## config.mk

```make
export PLATFORM = sky130hd
export DESIGN_NAME = cmp_share_arbiter
export DESIGN_NICKNAME = d
export VERILOG_FILES = /design/src/rtl/cmp_pkg.sv /design/src/rtl/mag_cmp.sv /design/src/rtl/cmp_share_arbiter.sv
export SDC_FILE = /design/constraint.sdc
export NUM_CORES = 1
export LEC_CHECK = 0
export BUFFER_PORTS_ARGS = -buffer_cell sky130_fd_sc_hd__buf_2
export CAP_MARGIN = 20
export CORE_MARGIN = 2
export CORE_UTILIZATION = 40
export DETAILED_ROUTE_END_ITERATION = 7
export PLACE_DENSITY = 0.68
export SLEW_MARGIN = 20
export SYNTH_ARGS = -nofsm -noshare
export SYNTH_HDL_FRONTEND = slang
export SYNTH_SLANG_ARGS = --single-unit
```

## constraint.sdc

```tcl
create_clock -name clk -period 7.8 [get_ports clk]
set_input_delay 1.56 -clock clk [delete_from_list [all_inputs] [get_ports clk]]
set_output_delay 1.56 -clock clk [all_outputs]
set_load 0.05 [all_outputs]
```

## src/rtl/cmp_pkg.sv

```systemverilog
// cmp_pkg: shared types and default sizes for the shared comparator arbiter.
package cmp_pkg;

   localparam int CMP_WIDTH_DEF = 32;
   localparam int CMP_NREQ_DEF  = 4;

   typedef enum logic [1:0] {
      ST_IDLE = 2'd0,
      ST_CMP  = 2'd1,
      ST_HOLD = 2'd2
   } cmp_state_e;

   typedef struct packed {
      logic gt;
      logic eq;
      logic lt;
   } cmp_res_t;

endpackage : cmp_pkg

```

## src/rtl/mag_cmp.sv

```systemverilog
// mag_cmp: purely combinational magnitude comparator producing one-hot gt/eq/lt.
// Optional macro CMP_SIGNED_EN: when defined, operands are two's-complement signed.
module mag_cmp
   import cmp_pkg::*;
#(
   parameter int WIDTH = CMP_WIDTH_DEF
) (
   input  logic [WIDTH-1:0] a,
   input  logic [WIDTH-1:0] b,
   output cmp_res_t         res
);

   // One-hot compare result; equality is sign-agnostic so it is shared by both builds.
   always_comb begin
      res = '0;
`ifdef CMP_SIGNED_EN
      if ($signed(a) > $signed(b)) begin
         res.gt = 1'b1;
      end else if (a == b) begin
         res.eq = 1'b1;
      end else begin
         res.lt = 1'b1;
      end
`else
      if (a > b) begin
         res.gt = 1'b1;
      end else if (a == b) begin
         res.eq = 1'b1;
      end else begin
         res.lt = 1'b1;
      end
`endif
   end

endmodule : mag_cmp

```

## src/rtl/cmp_share_arbiter.sv

```systemverilog
// cmp_share_arbiter: round-robin time-sharing of one comparator among NREQ
// requesters. Accept -> CMP -> HOLD (until rsp_ready) -> IDLE.
// Optional macro CMP_SIGNED_EN selects signed comparison inside mag_cmp only.
module cmp_share_arbiter
   import cmp_pkg::*;
#(
   parameter  int WIDTH = CMP_WIDTH_DEF,
   parameter  int NREQ  = CMP_NREQ_DEF,
   localparam int IDW   = $clog2(NREQ)
) (
   input  logic                  clk,
   input  logic                  rst_n,
   input  logic [NREQ-1:0]       req_valid,
   output logic [NREQ-1:0]       req_ready,
   input  logic [NREQ*WIDTH-1:0] req_a,
   input  logic [NREQ*WIDTH-1:0] req_b,
   output logic                  rsp_valid,
   input  logic                  rsp_ready,
   output logic [IDW-1:0]        rsp_id,
   output logic                  rsp_gt,
   output logic                  rsp_eq,
   output logic                  rsp_lt,
   output logic                  busy
);

   // First valid requester at or above ptr, wrapping; result is one-hot or zero.
   function automatic logic [NREQ-1:0] rr_grant(input logic [NREQ-1:0] valid,
                                                input logic [IDW-1:0]  ptr);
      logic [NREQ-1:0] g;
      logic            found;
      int              idx;
      g     = '0;
      found = 1'b0;
      for (int k = 0; k < NREQ; k++) begin
         idx = (int'(ptr) + k) % NREQ;
         if (!found && valid[idx]) begin
            g[idx] = 1'b1;
            found  = 1'b1;
         end else begin
            found = found;
         end
      end
      return g;
   endfunction

   cmp_state_e       state_q, state_d;
   logic [WIDTH-1:0] a_q, a_d;
   logic [WIDTH-1:0] b_q, b_d;
   logic [IDW-1:0]   id_q, id_d;
   logic [IDW-1:0]   ptr_q, ptr_d;
   logic             rsp_valid_q, rsp_valid_d;
   cmp_res_t         rsp_res_q, rsp_res_d;
   logic [IDW-1:0]   rsp_id_q, rsp_id_d;

   logic [NREQ-1:0]  grant_s;
   logic [IDW-1:0]   grant_id_s;
   logic [WIDTH-1:0] sel_a_s;
   logic [WIDTH-1:0] sel_b_s;
   logic [IDW-1:0]   ptr_next_s;
   cmp_res_t         cmp_res_s;
   logic [NREQ-1:0]  req_ready_s;
   logic             busy_s;

   // Comparator only ever sees registered operands.
   mag_cmp #(.WIDTH(WIDTH)) u_mag_cmp (
      .a   (a_q),
      .b   (b_q),
      .res (cmp_res_s)
   );

   // Arbitration: one-hot grant, its index and the granted operand pair.
   always_comb begin
      grant_s    = rr_grant(req_valid, ptr_q);
      grant_id_s = '0;
      sel_a_s    = '0;
      sel_b_s    = '0;
      for (int i = 0; i < NREQ; i++) begin
         if (grant_s[i]) begin
            grant_id_s = IDW'(i);
         end else begin
            grant_id_s = grant_id_s;
         end
         sel_a_s = sel_a_s | ({WIDTH{grant_s[i]}} & req_a[i*WIDTH +: WIDTH]);
         sel_b_s = sel_b_s | ({WIDTH{grant_s[i]}} & req_b[i*WIDTH +: WIDTH]);
      end
   end

   // Pointer advance after a served request, wrapping at the last index.
   always_comb begin
      if (id_q == IDW'(NREQ - 1)) begin
         ptr_next_s = '0;
      end else begin
         ptr_next_s = id_q + IDW'(1);
      end
   end

   // FSM state register.
   always_ff @(posedge clk or negedge rst_n) begin
      if (!rst_n) begin
         state_q <= ST_IDLE;
      end else begin
         state_q <= state_d;
      end
   end

   // FSM next-state logic.
   always_comb begin
      state_d = state_q;
      case (state_q)
         ST_IDLE: begin
            if (|grant_s) begin
               state_d = ST_CMP;
            end else begin
               state_d = ST_IDLE;
            end
         end
         ST_CMP: begin
            state_d = ST_HOLD;
         end
         ST_HOLD: begin
            if (rsp_ready) begin
               state_d = ST_IDLE;
            end else begin
               state_d = ST_HOLD;
            end
         end
         default: begin
            state_d = ST_IDLE;
         end
      endcase
   end

   // FSM outputs: accept strobe only while idle, busy otherwise.
   always_comb begin
      if (state_q == ST_IDLE) begin
         req_ready_s = grant_s;
         busy_s      = 1'b0;
      end else begin
         req_ready_s = '0;
         busy_s      = 1'b1;
      end
   end

   // Datapath next values: operand capture, result registration, pointer update.
   always_comb begin
      a_d         = a_q;
      b_d         = b_q;
      id_d        = id_q;
      ptr_d       = ptr_q;
      rsp_valid_d = rsp_valid_q;
      rsp_res_d   = rsp_res_q;
      rsp_id_d    = rsp_id_q;
      case (state_q)
         ST_IDLE: begin
            if (|grant_s) begin
               a_d  = sel_a_s;
               b_d  = sel_b_s;
               id_d = grant_id_s;
            end else begin
               id_d = id_q;
            end
         end
         ST_CMP: begin
            rsp_valid_d = 1'b1;
            rsp_res_d   = cmp_res_s;
            rsp_id_d    = id_q;
         end
         ST_HOLD: begin
            if (rsp_ready) begin
               rsp_valid_d = 1'b0;
               rsp_res_d   = '0;
               ptr_d       = ptr_next_s;
            end else begin
               rsp_valid_d = rsp_valid_q;
            end
         end
         default: begin
            rsp_valid_d = 1'b0;
            rsp_res_d   = '0;
         end
      endcase
   end

   // Datapath registers; reset drops any in-flight transaction silently.
   always_ff @(posedge clk or negedge rst_n) begin
      if (!rst_n) begin
         a_q         <= '0;
         b_q         <= '0;
         id_q        <= '0;
         ptr_q       <= '0;
         rsp_valid_q <= 1'b0;
         rsp_res_q   <= '0;
         rsp_id_q    <= '0;
      end else begin
         a_q         <= a_d;
         b_q         <= b_d;
         id_q        <= id_d;
         ptr_q       <= ptr_d;
         rsp_valid_q <= rsp_valid_d;
         rsp_res_q   <= rsp_res_d;
         rsp_id_q    <= rsp_id_d;
      end
   end

   assign req_ready = req_ready_s;
   assign busy      = busy_s;
   assign rsp_valid = rsp_valid_q;
   assign rsp_id    = rsp_id_q;
   assign rsp_gt    = rsp_res_q.gt;
   assign rsp_eq    = rsp_res_q.eq;
   assign rsp_lt    = rsp_res_q.lt;

endmodule : cmp_share_arbiter

```

==> flow_summary_export.csv <==
group,metric,value,unit
run_status,outcome,"finished, final reports clean",
synth,synth_cell_types,39,
timing,skew,6.48,ps
power_and_ir_drop,power_frac_seq,0.212,
power_and_ir_drop,p_per_area,396,mW/mm2
die,die-area,0.0182,mm2
global_route,grt_pass1_vias,6816,
layout,multi_input_area,0.00370,mm2
power_and_ir_drop,totalPowerFinal,3.41,mW
worst_setup_path,crit_slowest_cell,"a2111oi_4",
timing,setup_ws,2270,ps
drt,vias,7335,
layout,fin_util,0.516,
drt,drtIter0Drc,729,
layout,n_fill_cell,1659,
drt,firstDrtPassIters,5,
place,place.gp.congestion,0.793,
timing,report.final.slew_viol_count,0,
timing,rsz0062_at_grt,"false",
clock_tree,cts_tree,"built",
power_and_ir_drop,p_sw_frac,0.478,
job,drv_cap,0,
clock_tree,clk_pin_slew_worst_paths,60,ps
clock_tree,cts_setup_buffers,0,
power_and_ir_drop,intPower,1.78,mW
power_and_ir_drop,vdd_drop_max,568,uV
clock_tree,cts_resized,0,
layout,drive_above_1_share,0.286,
synth,synth_edf_count,0,
global_route,antenna_found_initial,1,
place,portBuffers,273,
timing,setup_viol,0,
clock_tree,numCtsBuffers,9,
die,core.rowCount,47,
place,place_area,0.00832,mm2
drt,wire_per_inst,15.9,um
timing,max_freq,181,MHz
drt,ant_nets,0,
synth,synth_nets,1186,
clock_tree,clk_latency,330,ps
worst_setup_path,path_common_cell,"buf_2",
layout,nets,1405,
clock_tree,cts_max_path_buffers,2,
synth,seq_area_frac_synth,0.277,
die,ios,274,
synth,synth_flop_cell,"dfrtp_1",
clock_tree,h-tree-depth,3,
clock_tree,cts-root-buf,"clkbuf_16",
worst_setup_path,crit_fanout,65,
worst_setup_path,path_cells,"buf_2, or3b_1, a2111oi_4, o21ai_4, buf_4, and3_1, nor2_1, buf_2",
layout,postLayoutCellArea,0.00861,mm2
clock_tree,hold_buffers,0,
timing,whs,497,ps
timing,final_hold_viol_count,0,
worst_setup_path,slowest_delay,640,ps
die,start_util,0.411,
die,core_area,0.0167,mm2
place,dp_cells,1311,
global_route,grt_pass1_wl,33900,um
power_and_ir_drop,leakage,4.80,nW
synth,avgSynthCellArea,7.77,um2
drt,finalWirelength,21200,um
clock_tree,clock-sinks,76,
global_route,globalRoute.totalOverflow,0,
die,die_x,135,um
synth,synth_area_leaders,"dfrtp_1 28%, a31oi_1 17%, inv_1 14%",
worst_setup_path,critical_path.endpoint_type,"primary output",
global_route,grt_max_degree,77,
synth,synthArstFlopShare,1.00,
layout,area_growth,25.4,%
synth,synth.top_cell.area_share,0.277,
layout,final-seq-area,0.00190,mm2
worst_setup_path,required,6240,ps
timing,fin_crit_sh,0.709,
worst_setup_path,critPathLaunchType,"input pin",
synth,yosysWarnings,0,
layout,final_cells,1328,
synth,synthCells,884,
synth,synth_area,0.00687,mm2
timing,slew-limit-headroom,0.488,
min_path,hold_class,"reg -> reg",
synth,synth-seq-cells,76,
timing,finalSetupTns,0,ps
die,die_y,135,um
synth,synth_top_area_cell,"dfrtp_1",
power_and_ir_drop,comb_power_share,0.676,
place,place_ws,2270,ps
timing,tightestPinTransition,769,ps
worst_setup_path,crit_buf_inv,3,
drt,drc_errors,0,
worst_setup_path,cp_top_family,"simple AND/OR/NAND/NOR gates",
place,hpwlAfterDp,14900,um
power_and_ir_drop,p_sw,1.63,mW
global_route,grt_util_all_layers,0.229,
timing,finalCriticalPeriod,5530,ps
power_and_ir_drop,power_frac_clock,0.113,
worst_setup_path,arrival,3970,ps
drt,vias_per_cell,5.52,
worst_setup_path,criticalPathCategory,"in -> out",
## metal layers
layer  share of wire  track usage  vias up
li1                -            -     3568
met1            0.44        0.315     3371
met2            0.46        0.371      362
met3           0.080       0.0383       34
met4           0.018       0.0677        0
met5               0            0        -
## Yosys cell counts (12+ instances only)
library cell / count
inv_1: 262
a31oi_1: 192
dfrtp_1: 76
a2111oi_0: 64
mux2i_1: 64
clkbuf_1: 50
ha_1: 39
nand2_1: 16
a21o_1: 14
buf_1: 12
o21ai_0: 12
## path summary, 6_finish.rpt
path	startpoint	endpoint	slack [ps]	cells after the start
max in group asynchronous	rst_n	a_q[21]$_DFFE_PN0P_	6000	2
max	req_valid[3]	req_ready[3]	2270	8
max reg2reg	ptr_q[0]$_DFFE_PN0P_	a_q[3]$_DFFE_PN0P_	3780	9
min	rsp_id[0]$_DFFE_PN0P_	rsp_id[0]$_DFFE_PN0P_	500	2
min in group asynchronous	rst_n	b_q[5]$_DFFE_PN0P_	1200	1
min reg2reg	rsp_id[0]$_DFFE_PN0P_	rsp_id[0]$_DFFE_PN0P_	500	2
## power by group through the flow
stage / logic [mW] / clock network [mW] / registers [mW]
4_1_cts: 2.30 / 0.396 / 0.722
5_1_grt: 2.58 / 0.412 / 0.744
2_1_floorplan: 1.79 / 0 / 0.725
3_5_place_dp: 2.30 / 0 / 0.725
3_3_place_gp: 2.24 / 0 / 0.726
6_report: 2.30 / 0.384 / 0.721
## placed cells by master (no fill, tap or decap), drive strengths merged, types with 2 or more instances in the layout
cell / Yosys / final
ha: 39 / 39
a22oi: 4 / 4
nor2b: 2 / 2
a221oi: 2 / 2
nand3: 4 / 4
dfrtp: 76 / 76
and3: 4 / 4
a21oi: 10 / 10
o221ai: 2 / 2
mux4: 3 / 3
a2111oi: 66 / 66
a31oi: 192 / 192
o21ai: 14 / 14
nor2: 10 / 10
inv: 262 / 262
mux2i: 64 / 64
buf: 28 / 286
clkbuf: 50 / 13
nand2: 16 / 16
a21o: 14 / 14
or3b: 2 / 2
clkinv: 1 / 3
nand4: 7 / 7
nand3b: 2 / 2
## cell families after synthesis
| kind of cell | count (synthesis) | share of synthesized area |
|---|---|---|
| simple gates | 52 | 0.0395 |
| buf+inv | 341 | 0.195 |
| fa+ha+maj | 39 | 0.0711 |
| mux | 67 | 0.103 |
| compound gates | 309 | 0.314 |
| flops | 76 | 0.277 |
## registers in the layout, indices dropped and copies added (netlist names)
register / cells
a_q: 32
b_q: 32
id_q: 2
ptr_q: 2
rsp_id: 2
state_q: 2
rsp_eq: 1
rsp_gt: 1
rsp_lt: 1
rsp_valid: 1
## worst reg2reg max path, cell delays in order (launching register included)
cell       delay, ps
dfrtp_1          580
inv_1            170
ha_1             410
mux4_2           540
nor2b_1          210
a22oi_1          220
nand3_2          520
buf_4            470
a2111oi_0        610
mux2i_1          150
## final cells by class
| cell class | count | area share |
|---|---|---|
| Antenna cell | 1 | 0.000291 |
| Sequential cell | 76 | 0.221 |
| Clock inverter | 2 | 0.00116 |
| Multi-Input combinational cell | 467 | 0.429 |
| Clock buffer | 13 | 0.0302 |
| Tap cell | 220 | 0.0320 |
| Timing Repair Buffer | 286 | 0.172 |
| Inverter | 263 | 0.115 |
Note: power is estimated with default switching activity, not from simulation.
